--- src/rtl/pi_loop_filter_adaptive.sv ---
// Adaptive-gain PI loop filter: shift-based P/I gains switched between acquire and
// track modes by a lock detector, with a saturating integrator and clamped output.
//
// state    | meaning
// ST_ACQ   | acquiring: wide gains, counting consecutive small-error samples toward lock
// ST_TRACK | locked: narrow gains, counting consecutive large-error samples toward unlock
module pi_loop_filter_adaptive #(
    parameter int ERR_W      = 18,
    parameter int CTRL_W     = 24,
    parameter int KP_ACQ_SH  = 2,
    parameter int KI_ACQ_SH  = 6,
    parameter int KP_TRK_SH  = 4,
    parameter int KI_TRK_SH  = 10,
    parameter int LOCK_THR   = 64,
    parameter int UNLOCK_THR = 256,
    parameter int LOCK_N     = 16,
    parameter int UNLOCK_N   = 4
) (
    input  logic              clk,
    input  logic              rst,
    input  logic              ena,
    input  logic              phase_valid,
    input  logic [ERR_W-1:0]  phase_err,
    input  logic              hold,
    input  logic              clear_int,
    output logic [CTRL_W-1:0] ctrl,
    output logic              ctrl_valid,
    output logic              locked,
    output logic              int_sat
);

    localparam int XW      = CTRL_W + 2;
    localparam int CNT_MAX = (LOCK_N > UNLOCK_N) ? LOCK_N : UNLOCK_N;
    localparam int CNT_W   = $clog2(CNT_MAX + 1);

    localparam logic [CTRL_W-1:0] MAX_C = {1'b0, {(CTRL_W-1){1'b1}}};
    localparam logic [CTRL_W-1:0] MIN_C = {1'b1, {(CTRL_W-1){1'b0}}};
    localparam logic signed [XW-1:0] MAX_X = XW'($signed(MAX_C));
    localparam logic signed [XW-1:0] MIN_X = XW'($signed(MIN_C));

    localparam logic [ERR_W:0] LOCK_THR_V   = (ERR_W+1)'(LOCK_THR);
    localparam logic [ERR_W:0] UNLOCK_THR_V = (ERR_W+1)'(UNLOCK_THR);
    localparam logic [CNT_W-1:0] LOCK_N_V   = CNT_W'(LOCK_N);
    localparam logic [CNT_W-1:0] UNLOCK_N_V = CNT_W'(UNLOCK_N);

    typedef enum logic {
        ST_ACQ   = 1'b0,
        ST_TRACK = 1'b1
    } state_t;

    state_t            state, state_nxt;
    logic [CNT_W-1:0]  cnt, cnt_nxt, cnt_inc;
    logic [CTRL_W-1:0] integ;

    logic                 accept;
    logic signed [XW-1:0] err_x, p, inc;
    logic signed [XW-1:0] p_acq, p_trk, inc_acq, inc_trk;
    logic signed [XW-1:0] i_sum, c_sum;
    logic                 i_hi, i_lo, c_hi, c_lo;
    logic [CTRL_W-1:0]    i_sat_v, i_new, ctrl_new;
    logic                 sat_new;
    logic [ERR_W-1:0]     abs_err;
    logic                 in_lock, out_lock;

    assign accept = ena & phase_valid & ~hold;
    assign locked = (state == ST_TRACK);

    // Gains come from the state before the edge, so a mode switch takes effect next sample.
    assign err_x   = XW'($signed(phase_err));
    assign p_acq   = err_x >>> KP_ACQ_SH;
    assign p_trk   = err_x >>> KP_TRK_SH;
    assign inc_acq = err_x >>> KI_ACQ_SH;
    assign inc_trk = err_x >>> KI_TRK_SH;
    assign p       = (state == ST_TRACK) ? p_trk : p_acq;
    assign inc     = (state == ST_TRACK) ? inc_trk : inc_acq;

    always_comb begin
        i_sum   = XW'($signed(integ)) + inc;
        i_hi    = (i_sum > MAX_X);
        i_lo    = (i_sum < MIN_X);
        i_sat_v = i_hi ? MAX_C : (i_lo ? MIN_C : i_sum[CTRL_W-1:0]);
        i_new   = clear_int ? '0 : i_sat_v;
        sat_new = ~clear_int & (i_hi | i_lo);

        // Output uses the freshly updated integrator, clamped to the same range.
        c_sum    = XW'($signed(i_new)) + p;
        c_hi     = (c_sum > MAX_X);
        c_lo     = (c_sum < MIN_X);
        ctrl_new = c_hi ? MAX_C : (c_lo ? MIN_C : c_sum[CTRL_W-1:0]);
    end

    // Unsigned magnitude: the most negative code maps cleanly to 2^(ERR_W-1).
    assign abs_err  = phase_err[ERR_W-1] ? (~phase_err + ERR_W'(1)) : phase_err;
    assign in_lock  = ({1'b0, abs_err} <= LOCK_THR_V);
    assign out_lock = ({1'b0, abs_err} >  UNLOCK_THR_V);
    assign cnt_inc  = cnt + CNT_W'(1);

    always_comb begin
        state_nxt = state;
        cnt_nxt   = cnt;
        if (accept) begin
            case (state)
                ST_ACQ: begin
                    if (!in_lock) begin
                        cnt_nxt = '0;
                    end else if (cnt_inc == LOCK_N_V) begin
                        state_nxt = ST_TRACK;
                        cnt_nxt   = '0;
                    end else begin
                        cnt_nxt = cnt_inc;
                    end
                end
                ST_TRACK: begin
                    if (!out_lock) begin
                        cnt_nxt = '0;
                    end else if (cnt_inc == UNLOCK_N_V) begin
                        state_nxt = ST_ACQ;
                        cnt_nxt   = '0;
                    end else begin
                        cnt_nxt = cnt_inc;
                    end
                end
                default: begin
                    state_nxt = ST_ACQ;
                    cnt_nxt   = '0;
                end
            endcase
        end
    end

    always_ff @(posedge clk) begin
        if (rst) begin
            state <= ST_ACQ;
            cnt   <= '0;
        end else begin
            state <= state_nxt;
            cnt   <= cnt_nxt;
        end
    end

    always_ff @(posedge clk) begin
        if (rst) begin
            integ      <= '0;
            ctrl       <= '0;
            ctrl_valid <= 1'b0;
            int_sat    <= 1'b0;
        end else begin
            ctrl_valid <= accept;
            if (accept) begin
                integ   <= i_new;
                ctrl    <= ctrl_new;
                int_sat <= sat_new;
            end else if (clear_int) begin
                integ <= '0;
            end
        end
    end

endmodule

--- config.mk ---
export PLATFORM = sky130hd
export DESIGN_NAME = pi_loop_filter_adaptive
export DESIGN_NICKNAME = d
export VERILOG_FILES = /design/src/rtl/pi_loop_filter_adaptive.sv
export SDC_FILE = /design/constraint.sdc
export NUM_CORES = 1
export LEC_CHECK = 0
export CORE_MARGIN = 2
export CORE_UTILIZATION = 50
export CTS_CLUSTER_DIAMETER = 50
export DETAILED_ROUTE_END_ITERATION = 12
export DONT_BUFFER_PORTS = 1
export GPL_TIMING_DRIVEN = 1
export PLACE_DENSITY = 0.74
export SYNTH_ARGS = -nofsm -noshare
export SYNTH_HDL_FRONTEND = slang
export SYNTH_SLANG_ARGS = --single-unit
--- constraint.sdc ---
create_clock -name clk -period 6.6 [get_ports clk]
set_input_delay 0.33 -clock clk [delete_from_list [all_inputs] [get_ports clk]]
set_output_delay 0.33 -clock clk [all_outputs]
set_load 0.03 [all_outputs]
# Word-level counts from Yosys, hierarchy flattened
# Cells that the tools add are included.
[word_totals]
reg_bits = 56
in_bits = 24
out_inout_bits = 27
[op_classes]
add_sub_neg = 4
magnitude_cmp = 6
n_eq_ne = 2
muxes = 20
bitwise = 8
n_reduce_logical = 1
[op_table]
columns = ["operator", "count"]
rows = [
  ["$mux 24", 7],
  ["$gt 25x24->1 const B", 2],
  ["$lt 25x24->1 const B", 2],
  ["$add 24x12->25", 1],
  ["$add 24x16->25", 1],
  ["$mux 5", 4],
  ["$add 18x1->18 const B", 1],
  ["$gt 18x9->1 const B", 1],
  ["$le 18x7->1 const B", 1],
  ["$mux 18", 1],
  ["$not 18->18", 1],
  ["$mux 15", 1],
  ["$mux 11", 1],
  ["$pmux 5 s2", 1],
  ["$add 5x1->5 const B", 1],
  ["$eq 5x3->1 const B", 1],
  ["$eq 5x5->1 const B", 1],
  ["$mux 1", 4],
  ["$and 1x1->1", 3],
  ["$not 1->1", 3],
  ["$pmux 1 s2", 1],
  ["$reduce_bool 2->1", 1],
  ["$or 1x1->1", 1],
]

# Longest topological paths before layout
# Gate-level depths: netlist (run 1).
[logic_depth]
depth_word = 10
depth_mapped = 28

# Least setup slack after synthesis (run 1)
# OpenSTA, ideal clock, no wires.
[synth_path]
kind = "reg2reg"
from = "register state (netlist: locked)"
to = "register ctrl[22]"
arrival_ps = 5660
setup_slack_ps = 854
path_stages_with_launch = 24
n_path_buf = 4
path_cell_list = "dfxtp_1 clkbuf_1 clkbuf_1 o21ai_0 ha_1 o21a_1 o21ai_1 or3_1 a21oi_1 o211ai_2 and2_1 buf_2 a221oi_1 buf_2 a21boi_1 fa_1 nor2b_1 o31ai_2 a2111oi_2 o41ai_2 o21ai_1 o32a_1 or3b_1 a211oi_1"
[synth_via]
elab_chain_len = 10
word_cells_on_any_way = 13
[synth_rtl]
columns = ["element", "line", "source"]
rows = [
  ["from (decl)", "51", "state_t state, state_nxt;"],
  ["from (signal assigned)", "136", "state <= state_nxt;"],
  ["$mux 11", "75", "assign inc = (state == ST_TRACK) ? inc_trk : inc_acq;"],
  ["$add 24x12->25", "78", "i_sum = XW'($signed(integ)) + inc;"],
  ["$lt 25x24->1", "80", "i_lo = (i_sum < MIN_X);"],
  ["$mux 24 (2 in a row)", "81", "i_sat_v = i_hi ? MAX_C : (i_lo ? MIN_C : i_sum[CTRL_W-1:0]);"],
  ["$mux 24", "82", "i_new = clear_int ? '0 : i_sat_v;"],
  ["$add 24x16->25 *", "86", "c_sum = XW'($signed(i_new)) + p;"],
  ["$lt 25x24->1", "88", "c_lo = (c_sum < MIN_X);"],
  ["$mux 24", "89", "ctrl_new = c_hi ? MAX_C : (c_lo ? MIN_C : c_sum[CTRL_W-1:0]);"],
  ["$mux 24 *", "89", ""],
  ["to (signal assigned)", "151", "ctrl <= ctrl_new;"],
  ["to (decl)", "26", "output logic [CTRL_W-1:0] ctrl,"],
]
# Mark *: on every way between the ends. The rest lies on a longest branch, timed or not.
# A chain may end at the register's enable or synchronous reset.

# Worst setup path after layout (run 1)
# Ends and elaborated chain as after synthesis.

==> metrics.md, run 1 <==
| Metric | Value |
|---|---|
| Status | completed |
| Setup Skew | 0.006902 ns |
| Fin crit share | 91.84% |
| Cell-internal power | 616.0 uW |
| CP Max Fanout | 21 |
| Iter 0 DRT Violations | 574 |
| Crit path time final | ~6.1 ns |
| LEAKAGE | about 0.0026 uW |
| Antenna violations before repair | 0 |
| Final setup viols | 0 |
| Slowest stage delay, CP | 0.48 ns |
| Hold depth | 1 |
| Synth warnings | 0 |
| Crit-path cells | buf_4, nand2_1, nand2_1, ha_1, inv_1, fa_1, nand2b_1, a21oi_1, o211ai_1, nand4_1, o21a_1, and4_1, o21bai_1, buf_4, a21boi_1, fa_1, nor2b_1, o31ai_2, a2111oi_2, o41ai_2, o21ai_1, o32a_1, or3b_1, a211oi_1 |
| First-pass GRT wire length | about 26000 um |
| RSZ-0062 raised after global routing | false |
| Die width | 111.1 um |
| Vias in the first global route | between 5000 and 6000 |
| Area growth syn-to-layout | 3.906% |
| Placed Instance Area | slightly below 6000 um2 |
| Syn_area_per_cell | 7.697 um2 |
| Min-delay worst type | input port to flip-flop |
| Hold Path Sink | ctrl[10] |
| Sequential share of power | 39.6% |
| R2R depth | 24 |
| Die H | 111.1 um |
| Seq/Total Area, Yosys | between 10% and 20% |
| Asr flop ratio synth | 0% |
| Fillcell total | 1078 |
| Core ar. | 11320 um2 |
| Fin nets | 798 |
| Diode count | 0 |
| Power density over the cells | 158.9 nW/um2 |
| Comb power frac | 32.0% |
| Maxcap violations | 0 |
| Final instance area | ~6000 um2 |
| Via count | 5646 |
| Crit path from | locked |
| Clk sink count | 56 |
| Die area | 12340 um2 |
| DRC Markers | 0 |
| Reg2reg end | ctrl[22] |
| Number of port buffers | 0 |
| R2r setup slk | 0.54 ns |
| Net Sw Frac | 34.92% |
| Crit path required time | 6.81 ns |
| Clock share of power | 28.4% |
| Final std cells w/o fill | 866 |
| Critical path capture point type | flip-flop |
| Clk slew on worst S/H paths | 0.08 ns |
| Grt ovf | 0 |
| Primary FF master, synth | dfxtp_1 |
| Post-layout util | 52.63% |
| CTS tree | built |
| Post-Syn Instances | 745 |
| Hold Startpoint | rst |
| Post-Syn Area | ~5700 um2 |
| Routed wire length | 15430 um |
| Layout cells sized above 1 | between 7 and 8% |
| Largest net degree at the start of global routing | 41 |
| WL/cell | ~18 um |
| Antenna violation net count after detailed routing | 0 |
| Peak Freq | 165.0 MHz |
| Num CTS Buffers | 5 |
| Setup CP Type | flip-flop to flip-flop |
| DR vias/cell | 6.520 |
| H-tree depth | 2 |
| Max IR drop VDD | about 130 uV |
| Count of pins over their slew limit | 0 |
| EDFF count, synth | 0 |
| Placed cells | 858 |
| Post-DP HPWL | 11700 um |
| Tot GR Track Use | between 20% and 30% |
| Final Hold Viols | 0 |
| Commonest non-fill, non-tap cell in the layout | nand2_1 |
| DRT Pass-1 Iters | 7 |
| Count of different cell masters after synthesis | 79 |
| GP Congestion | 0.9651 |
| Switch Pwr | 330.5 uW |
| I/O pins | 51 |
| Critical path arrival | approximately 6.3 ns |
| Root Buffer | clkbuf_16 |
| Worst r2r src | locked |
| Setup TNS | 0 ns |
| Startpoint types | flip-flop |
| Clk_lat worst skew | between 0.2 and 0.3 ns |
| Most frequent cells in the layout | nand2_1 (84), nor2_1 (60), dfxtp_1 (56) |
| Initial core utilization | roughly half |
| Hold WS | about 0.10 ns |
| Max clock buf depth | 2 |
| Crit-path slowest cell | fa_1 |
| Slew HR | 31.85% |
| Synthesized flop and latch total | 56 |
| Rows | 39 |
| Synthesized net count | 821 |
| Worst slew pin tran | 1.019 ns |
[cell usage after synthesis (16+ instances only)]
cell,instances,share of area [%]
nand2_1,84,5.5
nor2_1,61,4.0
dfxtp_1,56,20
ha_1,50,11
a21oi_1,40,3.5
inv_1,34,2.2
o21ai_0,33,2.9
xnor2_1,31,4.7
a211oi_1,27,3.5
nand3_1,27,2.4
a221o_1,22,3.8
clkbuf_1,20,1.3
a21o_1,18,2.4
nor3_1,16,1.4
[power by group through the flow]
stage                     logic (uW)  registers (uW)  clock network [uW]
after floorplan                  241             381                   0
after global placement           289             383                   0
after detailed placement         295             383                   0
after CTS                        297             375                 275
after global routing             334             376                 287
final                            303             375                 269
[final cells by class]
type / instances / area (um2) / area share [%]
clock buffer: 6 / 128.9 / 2.163
clock inverter: 2 / 16.27 / 0.2730
inverter: 34 / 127.6 / 2.142
multi-input combinational: 619 / 4340 / 72.85
sequential: 56 / 1121 / 18.82
tap: 143 / 178.9 / 3.003
timing repair buffer: 6 / 45.04 / 0.7560
[critical path, delay by kind of cell, from the launching register on]
kind	cells	cell delay (ns)
AO/OA/AOI/OAI	11	2.49
adder cells (fa/ha/maj)	3	1.10
buffers and inverters	3	0.58
flip-flops	1	0.38
AND/OR/NAND/NOR	7	1.42
[how the worst max path moves through the flow]
stage                to  slack, ns  cells after the start
5_1_grt        ctrl[22]       0.13                     22
4_1_cts        ctrl[15]       0.46                     24
3_3_place_gp    ctrl[7]       0.78                     24
2_1_floorplan  ctrl[22]       0.85                     23
3_5_place_dp   ctrl[15]       0.54                     24
6_report       ctrl[22]       0.54                     24
[per-stage QoR]
step                      setup slack (ns)  power [uW]
after floorplan                     0.8543       622.2
after global placement              0.7774       671.5
after detailed placement            0.5391       677.7
after CTS                           0.4576       947.5
after global routing                0.1262       997.4
final                               0.5383       946.5
[flip-flops by register name, summed over array words and instances (netlist names)]
name,flops
cnt,5
int_sat,1
locked,1
ctrl,24
integ,24
ctrl_valid,1
[cell families after synthesis]
kind of cell	synth area share [%]
buffers and inverters	5.127
AO/OA/AOI/OAI	33.54
AND/OR/NAND/NOR	22.98
multiplexers	1.702
adder cells (fa/ha/maj)	11.61
XOR/XNOR	5.499
flip-flops	19.55
[repair_timing]
action                     in CTS  in global routing
gates resized for setup         0                  1
hold buffers                    0                  0
buffers inserted                0                  0
setup endpoints to repair       0                 23
[routing by layer]
metal  share of wire (%)  track usage (%)  vias to the layer above
met4                 1.6            5.185                        0
met1                  45            31.81                     2655
met5                   0                0                        -
li1                    -                -                     2756
met3                 5.8            3.554                       22
met2                  47            41.88                      213
Power figures use the tool's default switching activity.
==> run 2, diff against run 1 <==
- CORE_UTILIZATION: 50 -> 35
- PLACE_DENSITY: 0.74 -> 0.58
==> run 2 against run 1 <==
Compared with the run above: first-iteration DRC count down 39%; global-route usage down 6.3 points; critical endpoint unchanged; register-to-register slack better by 0.08 ns; sequential share of layout area down 0.34 points; final cell count up 8.9%; sequential cell count unchanged; largest cell class unchanged; combinational power about the same; non-clock buffer count up 4.
==> metrics.md, run 2 (same netlist as run 1, synthesis figures left out) <==
| Metric | Value |
|---|---|
| Area growth syn-to-layout | 5.957% (was 3.906%) |
| Crit path required time | 6.84 ns (was 6.81 ns) |
| Fin crit share | 90.59% (was 91.84%) |
| Tot GR Track Use | 17.81% (was 24.10%) |
| Top Family by Delay on Critical Path | compound AO/OA/AOI/OAI gates (unchanged) |
| Antenna violations before repair | 0 (unchanged) |
| Clk_lat worst skew | 0.31 ns (was 0.29 ns) |
| Reg2reg end | ctrl[22] (unchanged) |
| Root Buffer | clkbuf_16 (unchanged) |
| First-pass GRT wire length | 25830 um (was 25530 um) |
| Die area | 17420 um2 (was 12340 um2) |
| Rows | 46 (was 39) |
| Vias in the first global route | 5051 (was 5328) |
| Final std cells w/o fill | 943 (was 866) |
| Crit-path slowest cell | dfxtp_2 (was fa_1) |
| Routed wire length | 15630 um (was 15430 um) |
| Hold Startpoint | rst (unchanged) |
| Fin nets | 802 (was 798) |
| DRT Pass-1 Iters | 5 (was 7) |
| Die width | 132 um (was 111.1 um) |
| I/O pins | 51 (unchanged) |
| Total Power | 960.8 uW (was 946.5 uW) |
| Peak Freq | 167.3 MHz (was 165.0 MHz) |
| Setup Skew | 0.01137 ns (was 0.006902 ns) |
| Via count | 5417 (was 5646) |
| Crit path time final | 5.979 ns (was 6.062 ns) |
| Grt ovf | 0 (unchanged) |
| Hold depth | 1 (unchanged) |
| Crit-path cells | inv_1, nand2_1, nand2_1, ha_1, a21o_1, a21oi_1, nor4b_2, a21oi_1, o211ai_2, and2_1, a221oi_2, buf_4, a21bo_1, ha_1, o21a_1, o31ai_2, buf_4, a2111oi_2, o41ai_2, o21ai_1, o32a_1, buf_4, or3b_1, a211oi_1 (was buf_4, nand2_1, nand2_1, ha_1, inv_1, fa_1, nand2b_1, a21oi_1, o211ai_1, nand4_1, o21a_1, and4_1, o21bai_1, buf_4, a21boi_1, fa_1, nor2b_1, o31ai_2, a2111oi_2, o41ai_2, o21ai_1, o32a_1, or3b_1, a211oi_1) |
| RSZ-0062 raised after global routing | false (unchanged) |
| Slowest stage delay, CP | 0.43 ns (was 0.48 ns) |
| DRC Markers | 0 (unchanged) |
| Hold Path Sink | locked (was ctrl[10]) |
| Setup CP Type | flip-flop to flip-flop (unchanged) |
| Worst r2r src | locked (unchanged) |
| CTS tree | built (unchanged) |
| Diode count | 0 (unchanged) |
| Setup TNS | 0 ns (unchanged) |
| Worst slew pin tran | 0.8574 ns (was 1.019 ns) |
| Multi-input gate area | 4333 um2 (was 4340 um2) |
| GP Congestion | 0.8829 (was 0.9651) |
| Post-CTS Hold Buffers | 0 (unchanged) |
| Max clock buf depth | 2 (unchanged) |
| Largest registers | ctrl: 24 flops, integ: 24 flops, cnt: 5 flops (unchanged) |
| Min-delay worst type | input port to flip-flop (unchanged) |
| DR vias/cell | 5.744 (was 6.520) |
| Post-DP HPWL | 11960 um (was 11700 um) |
| Pre-CTS WS | 0.5369 ns (was 0.5391 ns) |
| Critical path capture point type | flip-flop (unchanged) |
| Layout cells sized above 1 | 8.116% (was 7.469%) |
| Critical path buffer and inverter count | 4 (was 3) |
| R2R depth | 24 (unchanged) |
| Clk sink count | 56 (unchanged) |
| WL/cell | 16.58 um (was 17.82 um) |
| Final Hold Viols | 0 (unchanged) |
| Commonest non-fill, non-tap cell in the layout | nand2_1 (unchanged) |
| Final instance area | 6076 um2 (was 5958 um2) |
| Antenna violation net count after detailed routing | 0 (unchanged) |
| Number of port buffers | 0 (unchanged) |
| Status | completed (unchanged) |
| CP Max Fanout | 21 (unchanged) |
| Max IR drop VDD | 93.76 uV (was 130.1 uV) |
| Startpoint types | flip-flop (unchanged) |
| Slew HR | 42.84% (was 31.85%) |
| Most frequent cells in the layout | nand2_1 (84), nor2_1 (60), dfxtp_1 (55) (was nand2_1 (84), nor2_1 (60), dfxtp_1 (56)) |
| Critical path arrival | 6.21 ns (was 6.27 ns) |
| Num CTS Buffers | 5 (unchanged) |
| H-tree depth | 2 (unchanged) |
| LEAKAGE | 0.002602 uW (was 0.002577 uW) |
| Fillcell total | 1696 (was 1078) |
| Count of pins over their slew limit | 0 (unchanged) |
| Power density over the cells | 158.1 nW/um2 (was 158.9 nW/um2) |
| Setup WS post-layout | 0.6212 ns (was 0.5383 ns) |
| Iter 0 DRT Violations | 348 (was 574) |
| Die H | 132 um (was 111.1 um) |
| Final setup viols | 0 (unchanged) |
| Core ar. | 15940 um2 (was 11320 um2) |
| Placed cells | 935 (was 858) |
| Largest net degree at the start of global routing | 41 (unchanged) |
| Storage element area | 1122 um2 (was 1121 um2) |
| Placed Instance Area | 5927 um2 (was 5812 um2) |
| Most Frequent Cell on Critical Path | buf_4 |
| Clk slew on worst S/H paths | 0.08 ns (about the same) |
| Initial core utilization | 35.97% (was 50.65%) |
| Maxcap violations | 0 (unchanged) |
| R2r setup slk | 0.62 ns (was 0.54 ns) |
==> run 2: timing repair <==
action                                  CTS  global route
setup buffers                             0             0
endpoints found under the setup margin    0             1
resized for setup                         0             1
==> run 2: worst register-to-register path, cell delays in order (launching register included) <==
cell	delay, ns
dfxtp_2	0.43
inv_1	0.20
nand2_1	0.13
nand2_1	0.06
ha_1	0.34
a21o_1	0.19
a21oi_1	0.19
nor4b_2	0.35
a21oi_1	0.20
o211ai_2	0.34
and2_1	0.31
a221oi_2	0.11
buf_4	0.22
a21bo_1	0.21
ha_1	0.37
o21a_1	0.16
o31ai_2	0.06
buf_4	0.15
a2111oi_2	0.39
o41ai_2	0.16
o21ai_1	0.26
o32a_1	0.23
buf_4	0.23
or3b_1	0.37
a211oi_1	0.21
==> run 2: worst max-delay path by stage <==
stage,endpoint,cells past startpoint,start
final,ctrl[22],24,locked
after global routing,ctrl[22],26,locked
after CTS,ctrl[22],24,locked
after detailed placement,ctrl[22],25,locked
after global placement,ctrl[22],25,locked
after floorplan,ctrl[22],23,locked
==> run 2: metrics by stage <==
| stage | hold WS, ns | util [%] |
|---|---|---|
| after floorplan | 0.4465 | - |
| after global placement | 0.4038 | 37.18 |
| after detailed placement | 0.4082 | 37.18 |
| after CTS | 0.07308 | 38.10 |
| after global routing | 0.07201 | 38.11 |
| final | 0.08049 | 38.11 |
==> run 2: routing by layer <==
layer | GRT usage, % | vias up | wire length (um)
met1 | 25.08 | 2518 | 7826
met3 | 2.884 | 14 | 805
met5 | 0 | - | 0
met2 | 28.36 | 121 | 6806
met4 | 4.348 | 0 | 194
li1 | - | 2764 | -
==> run 2: where the power goes <==
| part | internal (uW) | switching, uW |
|---|---|---|
| sequential | 349 | 25.5 |
| clock | 143 | 140 |
| combinational | 126 | 177 |
==> run 2: final cells by class <==
cell class / instances / area share [%]
flip-flops and latches: 56 / 18.47
clock inverters: 3 / 0.3707
inverters: 34 / 2.100
well taps: 216 / 4.448
clock buffers: 5 / 2.059
repair buffers: 10 / 1.236
multi-input cells: 619 / 71.31
==> run 3, diff against run 2 <==
- RECOVER_POWER: unset -> 25
==> run 3 against run 2 <==
Compared with the run above: first-iteration DRC count unchanged; utilization unchanged; design area unchanged; clock skew unchanged; routed wire length unchanged; worst hold slack unchanged; clock power is essentially flat; sequential share of layout area is the same; non-clock buffer count unchanged.
==> metrics.md, run 3 (same netlist as run 1, synthesis figures left out) <==
| Metric | Value |
|---|---|
| Critical path capture point type | flip-flop (unchanged) |
| WL/cell | 16.58 um (unchanged) |
| Fillcell total | 1696 (unchanged) |
| Worst slew pin tran | 0.8574 ns (unchanged) |
| R2r setup slk | 0.62 ns (about the same) |
| Clock share of power | 29.4% (about the same) |
| Crit-path slowest cell | dfxtp_2 (unchanged) |
| Startpoint types | flip-flop (unchanged) |
| Worst r2r src | locked (unchanged) |
| Status | completed (unchanged) |
| Die H | 132 um (unchanged) |
| Cell-internal power | 618.0 uW (was 618.1 uW) |
| CP Max Fanout | 21 (unchanged) |
| Largest net degree at the start of global routing | 41 (unchanged) |
| Antenna violations before repair | 0 (unchanged) |
| Via count | 5417 (unchanged) |
| Post-DP HPWL | 11960 um (unchanged) |
| RSZ-0062 raised after global routing | false (unchanged) |
| First-pass GRT wire length | 25830 um (unchanged) |
| Initial core utilization | 35.97% (unchanged) |
| Routed wire length | 15630 um (unchanged) |
| Most frequent cells in the layout | nand2_1 (84), nor2_1 (60), dfxtp_1 (55) (unchanged) |
| Sequential share of power | 39.0% (about the same) |
| Postcts setup bufs | 0 (unchanged) |
| Fin nets | 802 (unchanged) |
| Top Family by Delay on Critical Path | compound AO/OA/AOI/OAI gates (unchanged) |
| Comb power frac | 31.6% (about the same) |
| Number of port buffers | 0 (unchanged) |
| Die width | 132 um (unchanged) |
| Fin crit share | 90.59% (unchanged) |
| DRC Markers | 0 (unchanged) |
| Clk sink count | 56 (unchanged) |
| R2R depth | 24 (unchanged) |
| Crit-path cells | inv_1, nand2_1, nand2_1, ha_1, a21o_1, a21oi_1, nor4b_2, a21oi_1, o211ai_2, and2_1, a221oi_2, buf_4, a21bo_1, ha_1, o21a_1, o31ai_2, buf_4, a2111oi_2, o41ai_2, o21ai_1, o32a_1, buf_4, or3b_1, a211oi_1 (unchanged) |
| Slowest stage delay, CP | 0.43 ns (about the same) |
| Max clock buf depth | 2 (unchanged) |
| Most Frequent Cell on Critical Path | buf_4 (unchanged) |
| Setup Skew | 0.01137 ns (unchanged) |
| Area growth syn-to-layout | 5.957% (unchanged) |
| Setup crit end | ctrl[22] (unchanged) |
| Clk_lat worst skew | 0.31 ns (about the same) |
| Clk slew on worst S/H paths | 0.08 ns (about the same) |
| Root Buffer | clkbuf_16 (unchanged) |
| Commonest non-fill, non-tap cell in the layout | nand2_1 (unchanged) |
| Stages on worst setup path | 24 (unchanged) |
| H-tree depth | 2 (unchanged) |
| Post-layout util | 38.11% (unchanged) |
| Critical path buffer and inverter count | 4 (unchanged) |
| Setup TNS | 0 ns (unchanged) |
| Crit path from | locked (unchanged) |
| Reg2reg end | ctrl[22] (unchanged) |
| Net Sw Frac | 35.67% (about the same) |
| Storage element area | 1122 um2 (unchanged) |
| Crit path required time | 6.84 ns (about the same) |
| Largest registers | ctrl: 24 flops, integ: 24 flops, cnt: 5 flops (unchanged) |
| Layout cells sized above 1 | 7.978% (was 8.116%) |
| CTS tree | built (unchanged) |
| Peak Freq | 167.3 MHz (unchanged) |
| Iter 0 DRT Violations | 348 (unchanged) |
| Die area | 17420 um2 (unchanged) |
| Power density over the cells | 158.1 nW/um2 (about the same) |
| GP Congestion | 0.8829 (unchanged) |
| DRT Pass-1 Iters | 5 (unchanged) |
| Antenna violation net count after detailed routing | 0 (unchanged) |
| Core ar. | 15940 um2 (unchanged) |
| Count of pins over their slew limit | 0 (unchanged) |
| I/O pins | 51 (unchanged) |
| Maxcap violations | 0 (unchanged) |
| Vias in the first global route | 5051 (unchanged) |
| Switch Pwr | 342.7 uW (about the same) |
| Final setup viols | 0 (unchanged) |
| Max IR drop VDD | 93.76 uV (about the same) |
| Critical path arrival | 6.21 ns (about the same) |
| Post-CTS Hold Buffers | 0 (unchanged) |
| Rows | 46 (unchanged) |
| Min-delay worst type | input port to flip-flop (unchanged) |
| Num CTS Buffers | 5 (unchanged) |
| DR vias/cell | 5.744 (unchanged) |
| Diode count | 0 (unchanged) |
| Setup CP Type | flip-flop to flip-flop (unchanged) |
| Grt ovf | 0 (unchanged) |
| Final Hold Viols | 0 (unchanged) |
| Tot GR Track Use | 17.81% (unchanged) |
| LEAKAGE | 0.002601 uW (was 0.002602 uW) |
| Slew HR | 42.84% (unchanged) |
| Multi-input gate area | 4333 um2 (unchanged) |
| Crit path time final | 5.979 ns (unchanged) |
## run 3: per-stage QoR
stage	power [uW]	setup slack, ns	cells	instance area, um2	hold WS, ns
floorplan	622.2	0.8543	745	5734	0.4465
CTS	969.5	0.4743	943	6075	0.07308
detailed placement	682.0	0.5369	935	5927	0.4082
global route	1019	0.07606	943	6076	0.07201
finish	960.7	0.6212	943	6076	0.08049
global placement	682.6	0.6667	935	5927	0.4038
## run 3: cell type report
| cell class | instances | area share [%] |
|---|---|---|
| Multi-Input combinational cell | 619 | 71.31 |
| Clock inverter | 3 | 0.3707 |
| Clock buffer | 5 | 2.059 |
| Timing Repair Buffer | 10 | 1.236 |
| Inverter | 34 | 2.100 |
| Tap cell | 216 | 4.448 |
| Sequential cell | 56 | 18.47 |
## run 3: per-layer routing
layer  global-route usage (%)  share of wire (%)
met5                        0                  0
met1                    25.08                 50
met4                    4.348                1.2
met3                    2.884                5.1
met2                    28.36                 44
## run 3: worst min path at each step
stage	slack (ns)	startpoint	cells after the start	to
5_1_grt	0.07	rst	1	locked
3_5_place_dp	0.41	rst	1	ctrl[8]
4_1_cts	0.07	rst	1	ctrl[2]
2_1_floorplan	0.45	integ[23]	1	integ[23]
3_3_place_gp	0.40	rst	1	cnt[1]
6_report	0.08	rst	1	locked
## run 3: power by group through the flow
stage	sequential (uW)	clock, uW	combinational (uW)
finish	375	283	303
detailed placement	383	0	299
floorplan	381	0	241
global placement	383	0	300
CTS	375	293	301
global route	376	304	338
## run 3: repair_timing
| action | in CTS | in global routing |
|---|---|---|
| setup endpoints to repair | 0 | 1 |
| gates resized for setup | 0 | 1 |
| endpoints found under the hold margin | 0 | 0 |
